## config.mk

```make
export PLATFORM = sky130hd
export DESIGN_NAME = isa_io_target
export DESIGN_NICKNAME = d
export VERILOG_FILES = /design/src/rtl/isa_io_target.sv
export SDC_FILE = /design/constraint.sdc
export NUM_CORES = 1
export LEC_CHECK = 0
export BUFFER_PORTS_ARGS = -buffer_cell sky130_fd_sc_hd__clkbuf_2
export CAP_MARGIN = 20
export CORE_ASPECT_RATIO = 1.5
export CORE_MARGIN = 2
export CORE_UTILIZATION = 39
export DETAILED_ROUTE_END_ITERATION = 16
export GPL_TIMING_DRIVEN = 0
export PLACE_DENSITY_LB_ADDON = 0.15
export SYNTH_ARGS = -nofsm -noshare
export SYNTH_HDL_FRONTEND = slang
export SYNTH_SLANG_ARGS = --single-unit
```

## constraint.sdc

```tcl
create_clock -name clk -period 2.1 [get_ports clk]
set_input_delay 0.42 -clock clk [delete_from_list [all_inputs] [get_ports clk]]
set_output_delay 0.42 -clock clk [all_outputs]
set_load 0.03 [all_outputs]
```

## src/rtl/isa_io_target.sv

```systemverilog
// ISA peripheral-side target. Decodes a 16-port I/O window, turns IOW#/IOR# cycles into
// local-bus write events and read requests, accepts single-mode 8-bit DMA writes and
// drives one level-sensitive IRQ. All ISA inputs are synchronised to clk here.
module isa_io_target #(
  parameter logic [15:0] BASE_ADDR   = 16'h0220,
  parameter int unsigned RD_TIMEOUT  = 8,
  parameter int unsigned SYNC_STAGES = 2
) (
  input  logic        clk,
  input  logic        reset,
  input  logic [15:0] isa_address,
  input  logic        isa_aen,
  input  logic        isa_ior_n,
  input  logic        isa_iow_n,
  input  logic        isa_dack_n,
  input  logic        isa_reset,
  input  logic [7:0]  isa_data_in,
  output logic [7:0]  isa_data_out,
  output logic        isa_data_oe,
  output logic        isa_drq,
  output logic        isa_irq,
  output logic        wr_valid,
  output logic [3:0]  wr_addr,
  output logic [7:0]  wr_data,
  output logic        rd_req,
  output logic [3:0]  rd_addr,
  input  logic        rd_valid,
  input  logic [7:0]  rd_data,
  input  logic        dma_ready,
  output logic        dma_valid,
  output logic [7:0]  dma_data,
  input  logic        irq_set,
  input  logic        irq_clr
);

  localparam int unsigned TW = $clog2(RD_TIMEOUT + 1);

  typedef enum logic [2:0] {
    StIdle,
    StIoWr,
    StRdWait,
    StRdDrive,
    StDmaWr
  } state_e;

  state_e state;

  // Synchroniser chains; bit/entry 0 is the first flop.
  logic [SYNC_STAGES-1:0] ior_sync;
  logic [SYNC_STAGES-1:0] iow_sync;
  logic [SYNC_STAGES-1:0] dack_sync;
  logic [SYNC_STAGES-1:0] aen_sync;
  logic [SYNC_STAGES-1:0] rst_sync;
  logic [15:0]            addr_sync [SYNC_STAGES];
  logic [7:0]             data_sync [SYNC_STAGES];

  logic        ior_s, iow_s, dack_s, aen_s, isa_reset_s;
  logic [15:0] addr_s;
  logic [7:0]  data_s;

  // Previous synced strobe levels for edge detection.
  logic ior_q, iow_q, dack_q;

  logic          ior_fall, iow_fall, ior_rise, iow_rise, dack_fall;
  logic          hit;
  logic          both_low;
  logic [7:0]    data_hold;
  logic [TW-1:0] rd_timer;
  logic          drq_block;
  logic          irq_latch;

  // Sync chains are not reset so they keep tracking the bus while reset is held.
  always_ff @(posedge clk) begin
    ior_sync  <= {ior_sync[SYNC_STAGES-2:0], isa_ior_n};
    iow_sync  <= {iow_sync[SYNC_STAGES-2:0], isa_iow_n};
    dack_sync <= {dack_sync[SYNC_STAGES-2:0], isa_dack_n};
    aen_sync  <= {aen_sync[SYNC_STAGES-2:0], isa_aen};
    rst_sync  <= {rst_sync[SYNC_STAGES-2:0], isa_reset};
    addr_sync[0] <= isa_address;
    data_sync[0] <= isa_data_in;
    for (int i = 1; i < SYNC_STAGES; i++) begin
      addr_sync[i] <= addr_sync[i-1];
      data_sync[i] <= data_sync[i-1];
    end
  end

  // Synced views and decoded edges.
  always_comb begin
    ior_s       = ior_sync[SYNC_STAGES-1];
    iow_s       = iow_sync[SYNC_STAGES-1];
    dack_s      = dack_sync[SYNC_STAGES-1];
    aen_s       = aen_sync[SYNC_STAGES-1];
    isa_reset_s = rst_sync[SYNC_STAGES-1];
    addr_s      = addr_sync[SYNC_STAGES-1];
    data_s      = data_sync[SYNC_STAGES-1];
    ior_fall    = ior_q && !ior_s;
    iow_fall    = iow_q && !iow_s;
    ior_rise    = !ior_q && ior_s;
    iow_rise    = !iow_q && iow_s;
    dack_fall   = dack_q && !dack_s;
    hit         = !aen_s && (addr_s[15:4] == BASE_ADDR[15:4]);
    both_low    = !ior_s && !iow_s;
  end

  // Main bus FSM with registered local-bus and ISA outputs.
  always_ff @(posedge clk) begin
    // Edge registers follow the bus even in reset, so a strobe held across reset
    // release is not mistaken for a fresh edge.
    ior_q  <= ior_s;
    iow_q  <= iow_s;
    dack_q <= dack_s;
    if (reset || isa_reset_s) begin
      state        <= StIdle;
      isa_data_out <= 8'h00;
      isa_data_oe  <= 1'b0;
      isa_drq      <= 1'b0;
      wr_valid     <= 1'b0;
      wr_addr      <= 4'h0;
      wr_data      <= 8'h00;
      rd_req       <= 1'b0;
      rd_addr      <= 4'h0;
      dma_valid    <= 1'b0;
      dma_data     <= 8'h00;
      data_hold    <= 8'h00;
      rd_timer     <= '0;
      drq_block    <= 1'b0;
    end else begin
      wr_valid  <= 1'b0;
      rd_req    <= 1'b0;
      dma_valid <= 1'b0;
      drq_block <= 1'b0;
      if (dack_fall) begin
        isa_drq <= 1'b0;
      end
      unique case (state)
        StIdle: begin
          isa_data_oe <= 1'b0;
          if (!dack_fall && dma_ready && dack_s && !drq_block) begin
            isa_drq <= 1'b1;
          end
          if (!both_low) begin
            if (iow_fall && !dack_s && aen_s) begin
              // DMA write: address decode does not apply.
              state     <= StDmaWr;
              data_hold <= data_s;
              isa_drq   <= 1'b0;
            end else if (iow_fall && hit) begin
              state     <= StIoWr;
              wr_addr   <= addr_s[3:0];
              data_hold <= data_s;
            end else if (ior_fall && hit && dack_s) begin
              state    <= StRdWait;
              rd_req   <= 1'b1;
              rd_addr  <= addr_s[3:0];
              rd_timer <= '0;
            end
          end
        end
        StIoWr: begin
          if (iow_rise) begin
            state    <= StIdle;
            wr_valid <= 1'b1;
            wr_data  <= data_hold;
          end else begin
            data_hold <= data_s;
          end
        end
        StRdWait: begin
          if (ior_rise) begin
            // Host gave up before data was ready; nothing is driven.
            state <= StIdle;
          end else if (rd_valid) begin
            state        <= StRdDrive;
            isa_data_out <= rd_data;
            isa_data_oe  <= 1'b1;
          end else if (rd_timer == TW'(RD_TIMEOUT - 1)) begin
            state        <= StRdDrive;
            isa_data_out <= 8'hFF;
            isa_data_oe  <= 1'b1;
          end else begin
            rd_timer <= rd_timer + TW'(1);
          end
        end
        StRdDrive: begin
          if (ior_rise) begin
            state        <= StIdle;
            isa_data_oe  <= 1'b0;
            isa_data_out <= 8'h00;
          end
        end
        StDmaWr: begin
          if (iow_rise) begin
            state     <= StIdle;
            dma_valid <= 1'b1;
            dma_data  <= data_hold;
            drq_block <= 1'b1;
          end else begin
            data_hold <= data_s;
          end
        end
        default: state <= StIdle;
      endcase
    end
  end

  // IRQ latch (set wins over clear) and its registered output.
  always_ff @(posedge clk) begin
    if (reset || isa_reset_s) begin
      irq_latch <= 1'b0;
      isa_irq   <= 1'b0;
    end else begin
      if (irq_set) begin
        irq_latch <= 1'b1;
      end else if (irq_clr) begin
        irq_latch <= 1'b0;
      end
      isa_irq <= irq_latch;
    end
  end

endmodule
```

==> out/results.ini, run 1 <==
[floorplanning]
rows = 43
die_area_mm2 = 0.0102
fp.dieW_um = 83.0
core_mm2 = 0.00920
io_pins = 81
fp.dieH_um = 123
start_util = 0.397

[timing]
fin_tns_setup_ps = 0
max_freq_mhz = 503
relSlewSlack = 0.556
finalCritPeriodShare = 0.946
layout_setup_ws_ps = 113
finClkSkew_ps = 5.86
hold_violations = 0
rsz0062_at_grt = false
timing.hold.ws_ps = 114
post-route-min-period_ps = 1990
worst_slew_pin_slew_ps = 663
finalSetupViolCount = 0
slew_viol_final = 0

[finish]
antenna_cells = 0
final_cell_count_no_fill = 560
fin_util = 0.531
fin_nets = 480
fill_cells = 845
syn_to_final_growth_pct = 33.6
drive_gt1_frac = 0.301

[yosys]
ys_top_cells_by_area = dfxtp_1, mux2i_1, a21oi_1
synth_common_cells = dfxtp_1, nor2_1, mux2i_1
yosysTopAreaCell = dfxtp_1
synth_ff_type = dfxtp_1
synth-xor-area-share = 0
yosys.cell_types.count = 49
ys_seq_area_frac = 0.630
synth_top_family_by_area = simple AND/OR/NAND/NOR gates
yosys_warnings = 0
synthArstFlopShare = 0
syn_area_mm2 = 0.00365
avgSynthCellArea_um2 = 10.9
synthAdderAreaFrac = 0.00342
synth_seq_cells = 115
synth_nets = 380
synth_top_area_frac = 0.630
muxShareOfSynthArea = 0.0822
synth_cells = 336
synth_compound_area_frac = 0.0979
synth_edf_count = 0
synth-simple-area-share = 0.153
synth_most_common_cell = dfxtp_1

[clocking]
numCtsBuffers = 17
cts_tree = yes
clk_pin_slew_ps = 50
clock_path_buffers = 2
clock-sinks = 115
ctsHoldBuffers = 0
cts_root_buffer = clkbuf_16
clock_latency_ps = 400
htreeDepth = 4

[placement]
io_buffers = 80
dp_hpwl_mm = 5.16
gp_congestion = 0.820
dp.cells = 528
place_ws_ps = -138

[global_route]
grtUsageTotal = 0.150
antenna_found_initial = 0
grt_pass1_wl_mm = 11.9
grt_pass1_vias = 2544
grt_max_degree = 17
overflow = 0

[setup_path]
crit_type = reg -> reg
cp.arrival_ps = 2320
worstSetupStartpointType = flop
endpoint_kind = flop
required_ps = 2440
cp_max_fo = 5

[job]
max_cap_viol_count = 0

[status]
outcome = complete, no violations

[drt]
vias = 2644
antenna_left = 0
firstDrtPassIters = 4
vias_per_cell = 4.72
drc = 0
wl_per_cell_um = 12.9
dr.first_iter.drc_count = 60
drt_wl_total_mm = 7.20

[worst_hold_path]
min_path_type = in -> reg

[power_and_ir_drop]
power_density_mw_per_mm2 = 1130
p_leak_nw = 2.07
vdd_ir_drop_max_uv = 647

layout make-up:
type / count / area, um^2 / share of cell area
buffer: 15 / 83.8 / 0.0172
clock buffer: 21 / 470 / 0.0964
clock inverter: 10 / 179 / 0.0367
inverter: 11 / 41.3 / 0.00846
multi-input combinational: 195 / 1250 / 0.257
sequential: 115 / 2300 / 0.472
tap: 112 / 140 / 0.0287
timing repair buffer: 81 / 408 / 0.0836
layout by cell type, fill, tap and decap left out, types with 3 or more instances in the layout:
master	count
clkbuf_8	5
o21ai_0	15
nor3_1	3
nor2_1	38
clkbuf_1	10
nand3_1	16
and2_1	3
dfxtp_1	114
clkbuf_16	17
bufinv_16	5
nand2b_1	3
clkbuf_2	82
a21oi_1	29
inv_1	11
mux2i_1	30
clkinv_2	4
nand2_1	10
or2_2	3
state kept, by name, indices dropped and copies added, names as in the netlist, 2 cells and up:
signal        count
ior_sync          2
isa_data_out      8
dma_data          8
dack_sync         2
wr_addr           4
rd_timer          4
wr_data           8
rd_addr           4
state             3
data_sync        16
iow_sync          2
data_hold         8
addr_sync        32
rst_sync          2
aen_sync          2
what timing repair did:
action                                  in CTS  in global routing
endpoints found under the setup margin       9                 21
hold endpoints to repair                     0                  0
pin swaps                                    1                  0
gates resized for setup                      3                  5
cloned                                       0                  0
setup buffers                                1                  0
final timing paths:
check	endpoint	cells past startpoint	slack (ps)	start
min	data_sync[0][5]	1	110	isa_data_in[5]
max reg2reg	rd_timer[1]	5	110	state[1]
max	rd_timer[1]	5	110	state[1]
min reg2reg	addr_sync[0][26]	0	320	addr_sync[0][10]
metal layers:
layer  part of all wire  vias to the layer above  wire, um  global-route usage
met1               0.43                     1191      3120               0.168
met3              0.049                       13       354              0.0565
met4              0.024                        0       170              0.0707
met2               0.49                       71      3560               0.253
li1                   -                     1369         -                   -
met5                  0                        -         0                   0
metrics by stage:
stage / area (um^2) / total power, W
after floorplan: 3650 / 0.00239
after global placement: 4200 / 0.00246
after detailed placement: 4200 / 0.00246
after CTS: 4870 / 0.00559
after global routing: 4880 / 0.00570
final: 4880 / 0.00552
cell families after synthesis:
family,count (synthesis)
compound gates,60
buf+inv,26
simple gates,104
flops,115
fa+ha+maj,1
mux,30
report_power, final:
group,leakage [nW],switching (W),internal [W]
Sequential,0.950,0.0000241,0.00225
Combinational,0.798,0.0000780,0.0000628
Clock,0.323,0.000924,0.00218
critical path: stages, from the launching register on:
cell     delay [ps]
dfxtp_2         380
or3b_4          420
or4_4           470
o21a_4          160
or3_1           340
a21oi_1         150
Power figures use the tool's default switching activity.
==> run 2, diff against run 1 <==
==> constraint.sdc (replaced) <==
create_clock -name clk -period 2.1 [get_ports clk]
set_input_delay 0.21 -clock clk [delete_from_list [all_inputs] [get_ports clk]]
set_output_delay 0.21 -clock clk [all_outputs]
set_load 0.03 [all_outputs]
==> run 2 against run 1 <==
Net effect:
- worst hold slack got worse by 55 ps
- power rose by 0.90%
- via count rose by 4.1%
- die area did not move
- register-to-register slack barely moved
- critical endpoint unchanged
- largest cell class unchanged
==> out/results.ini, run 2 (same netlist as run 1, synthesis figures left out) <==
[finish]
largest_register_ffs = 32  ; unchanged
fill_cells = 816  ; -3.4%
syn_to_final_growth_pct = 41.5
top_regs = addr_sync (32), data_sync (16)
final_cell_mix = dfxtp_1, clkbuf_2, nor2_1
layout_commonest_cell = dfxtp_1
fin_nets = 509  ; +6.0%
antenna_cells = 0  ; unchanged
drive_gt1_frac = 0.283  ; -0.0183
top_register = addr_sync

[floorplanning]
start_util = 0.397  ; unchanged
fp.dieW_um = 83.0  ; unchanged
fp.dieH_um = 123  ; unchanged
die_area_mm2 = 0.0102  ; unchanged
io_pins = 81  ; unchanged
core_mm2 = 0.00920  ; unchanged
rows = 43  ; unchanged

[drt]
wl_per_cell_um = 13.1  ; +1.5%
dr_wl_met3_um = 390  ; +10%
antenna_left = 0  ; unchanged
top_layer_used = met4
dr.first_iter.drc_count = 107  ; +78%
wl_met1_mm = 3.20  ; +2.7%
firstDrtPassIters = 4  ; unchanged
vias = 2752  ; +4.1%
drc = 0  ; unchanged
wl_met2_mm = 3.93  ; +11%
vias_per_cell = 4.67  ; -1.0%
drt_wl_total_mm = 7.69  ; +6.8%

[job]
max_cap_viol_count = 0  ; unchanged

[timing]
post-route-min-period_ps = 1980  ; -2.96 ps
finClkSkew_ps = 5.67  ; -0.186 ps
hold_violations = 0  ; unchanged
fin_tns_setup_ps = 0  ; unchanged
worst_slew_pin_slew_ps = 673  ; +10.4 ps
max_freq_mhz = 504  ; +0.15%
finalCritPeriodShare = 0.945  ; -0.00141
layout_setup_ws_ps = 116  ; +2.96 ps
rsz0062_at_grt = false
finalSetupViolCount = 0  ; unchanged
relSlewSlack = 0.549  ; -0.00694
slew_viol_final = 0  ; unchanged

[setup_path]
crit_type = reg -> reg
r2r-end = rd_timer[1]
crit_start = rd_timer[0]
cp_max_fo = 5  ; unchanged
crit_end = rd_timer[1]
rrSetupSlack_ps = 120  ; about the same
required_ps = 2440  ; about the same
cp.arrival_ps = 2320  ; about the same
endpoint_kind = flop
r2r_start = rd_timer[0]
worstSetupStartpointType = flop
rr_worst_depth = 6  ; +1

[status]
outcome = complete, no violations

[placement]
dp_hpwl_mm = 5.16  ; unchanged
gp_congestion = 0.820  ; unchanged
place_ws_ps = -138  ; unchanged
io_buffers = 80  ; unchanged

[clocking]
numCtsBuffers = 17  ; unchanged
cts_tree = yes
clk_pin_slew_ps = 50  ; about the same
cts_root_buffer = clkbuf_16
clock-sinks = 115  ; unchanged
clock_path_buffers = 2  ; unchanged
clock_latency_ps = 400  ; about the same
htreeDepth = 4  ; unchanged

[power_and_ir_drop]
p_leak_nw = 2.19  ; +5.8%
power_w = 0.00557  ; +0.90%
power_density_mw_per_mm2 = 1080  ; -4.8%
vdd_ir_drop_max_uv = 665  ; +2.7%

[global_route]
grt_pass1_wl_mm = 12.6  ; +5.8%
grtUsageTotal = 0.159  ; +0.00844
grt_pass1_vias = 2738  ; +7.6%
overflow = 0  ; unchanged
grt_max_degree = 17  ; unchanged
antenna_found_initial = 0  ; unchanged

[worst_hold_path]
min_path_type = in -> reg

## run 2: changes by cell type in the layout (fill, tap and decap cells not counted)
cell,before,now
dlygate4sd3_1,0,29
## run 2: timing repair
action | CTS | global route
endpoints found under the hold margin | 29 | 0
hold buffers | 29 | 0
gates cloned | 0 | 0
pin swaps | 1 | 0
setup buffers | 1 | 0
gates resized for setup | 3 | 5
endpoints found under the setup margin | 9 | 21
## run 2: power by group
part / switching, W / total, W / internal (W)
Clock: 0.000930 / 0.00311 / 0.00218
Sequential: 0.0000242 / 0.00228 / 0.00225
Combinational: 0.0000865 / 0.000184 / 0.0000977
## run 2: cell type report
cell class | count | area, um^2 | area share
flip-flops and latches | 115 | 2300 | 0.445
inverters | 11 | 41.3 | 0.00798
multi-input cells | 195 | 1250 | 0.243
plain buffers | 15 | 83.8 | 0.0162
well taps | 112 | 140 | 0.0271
clock inverters | 10 | 179 | 0.0346
repair buffers | 110 | 698 | 0.135
clock buffers | 21 | 470 | 0.0910
## run 2: how the worst min path moves through the flow
stage                     from          endpoint  slack [ps]  depth (start not counted)
4_1_cts                irq_set         irq_latch          30                          3
6_report               irq_set         irq_latch          60                          3
2_1_floorplan   isa_address[0]   addr_sync[0][0]         240                          0
3_3_place_gp   addr_sync[0][1]  addr_sync[0][17]         310                          0
3_5_place_dp   addr_sync[0][2]  addr_sync[0][18]         310                          0
5_1_grt                irq_set         irq_latch          70                          3
## run 2: critical path, stage by stage, from the launching register on
cell and delay, ps:
dfxtp_1 330, ha_1 210, and3b_1 200, or4_4 530, o21a_4 160, or3_1 340
a21oi_1 150
## run 2: layer usage
metal | up-vias | global-route usage
met5 | - | 0
met4 | 0 | 0.0707
met3 | 13 | 0.0572
met2 | 72 | 0.277
met1 | 1243 | 0.172
li1 | 1424 | -
## run 2: per-stage QoR
step | cell area (um^2) | util | std cells | hold WS [ps]
5_1_grt | 5170 | 0.562 | 589 | 67.5
3_5_place_dp | 4200 | 0.456 | 528 | 312
2_1_floorplan | 3650 | - | 336 | 238
4_1_cts | 5160 | 0.561 | 589 | 25.5
3_3_place_gp | 4200 | 0.456 | 528 | 311
6_report | 5170 | 0.562 | 589 | 59.0
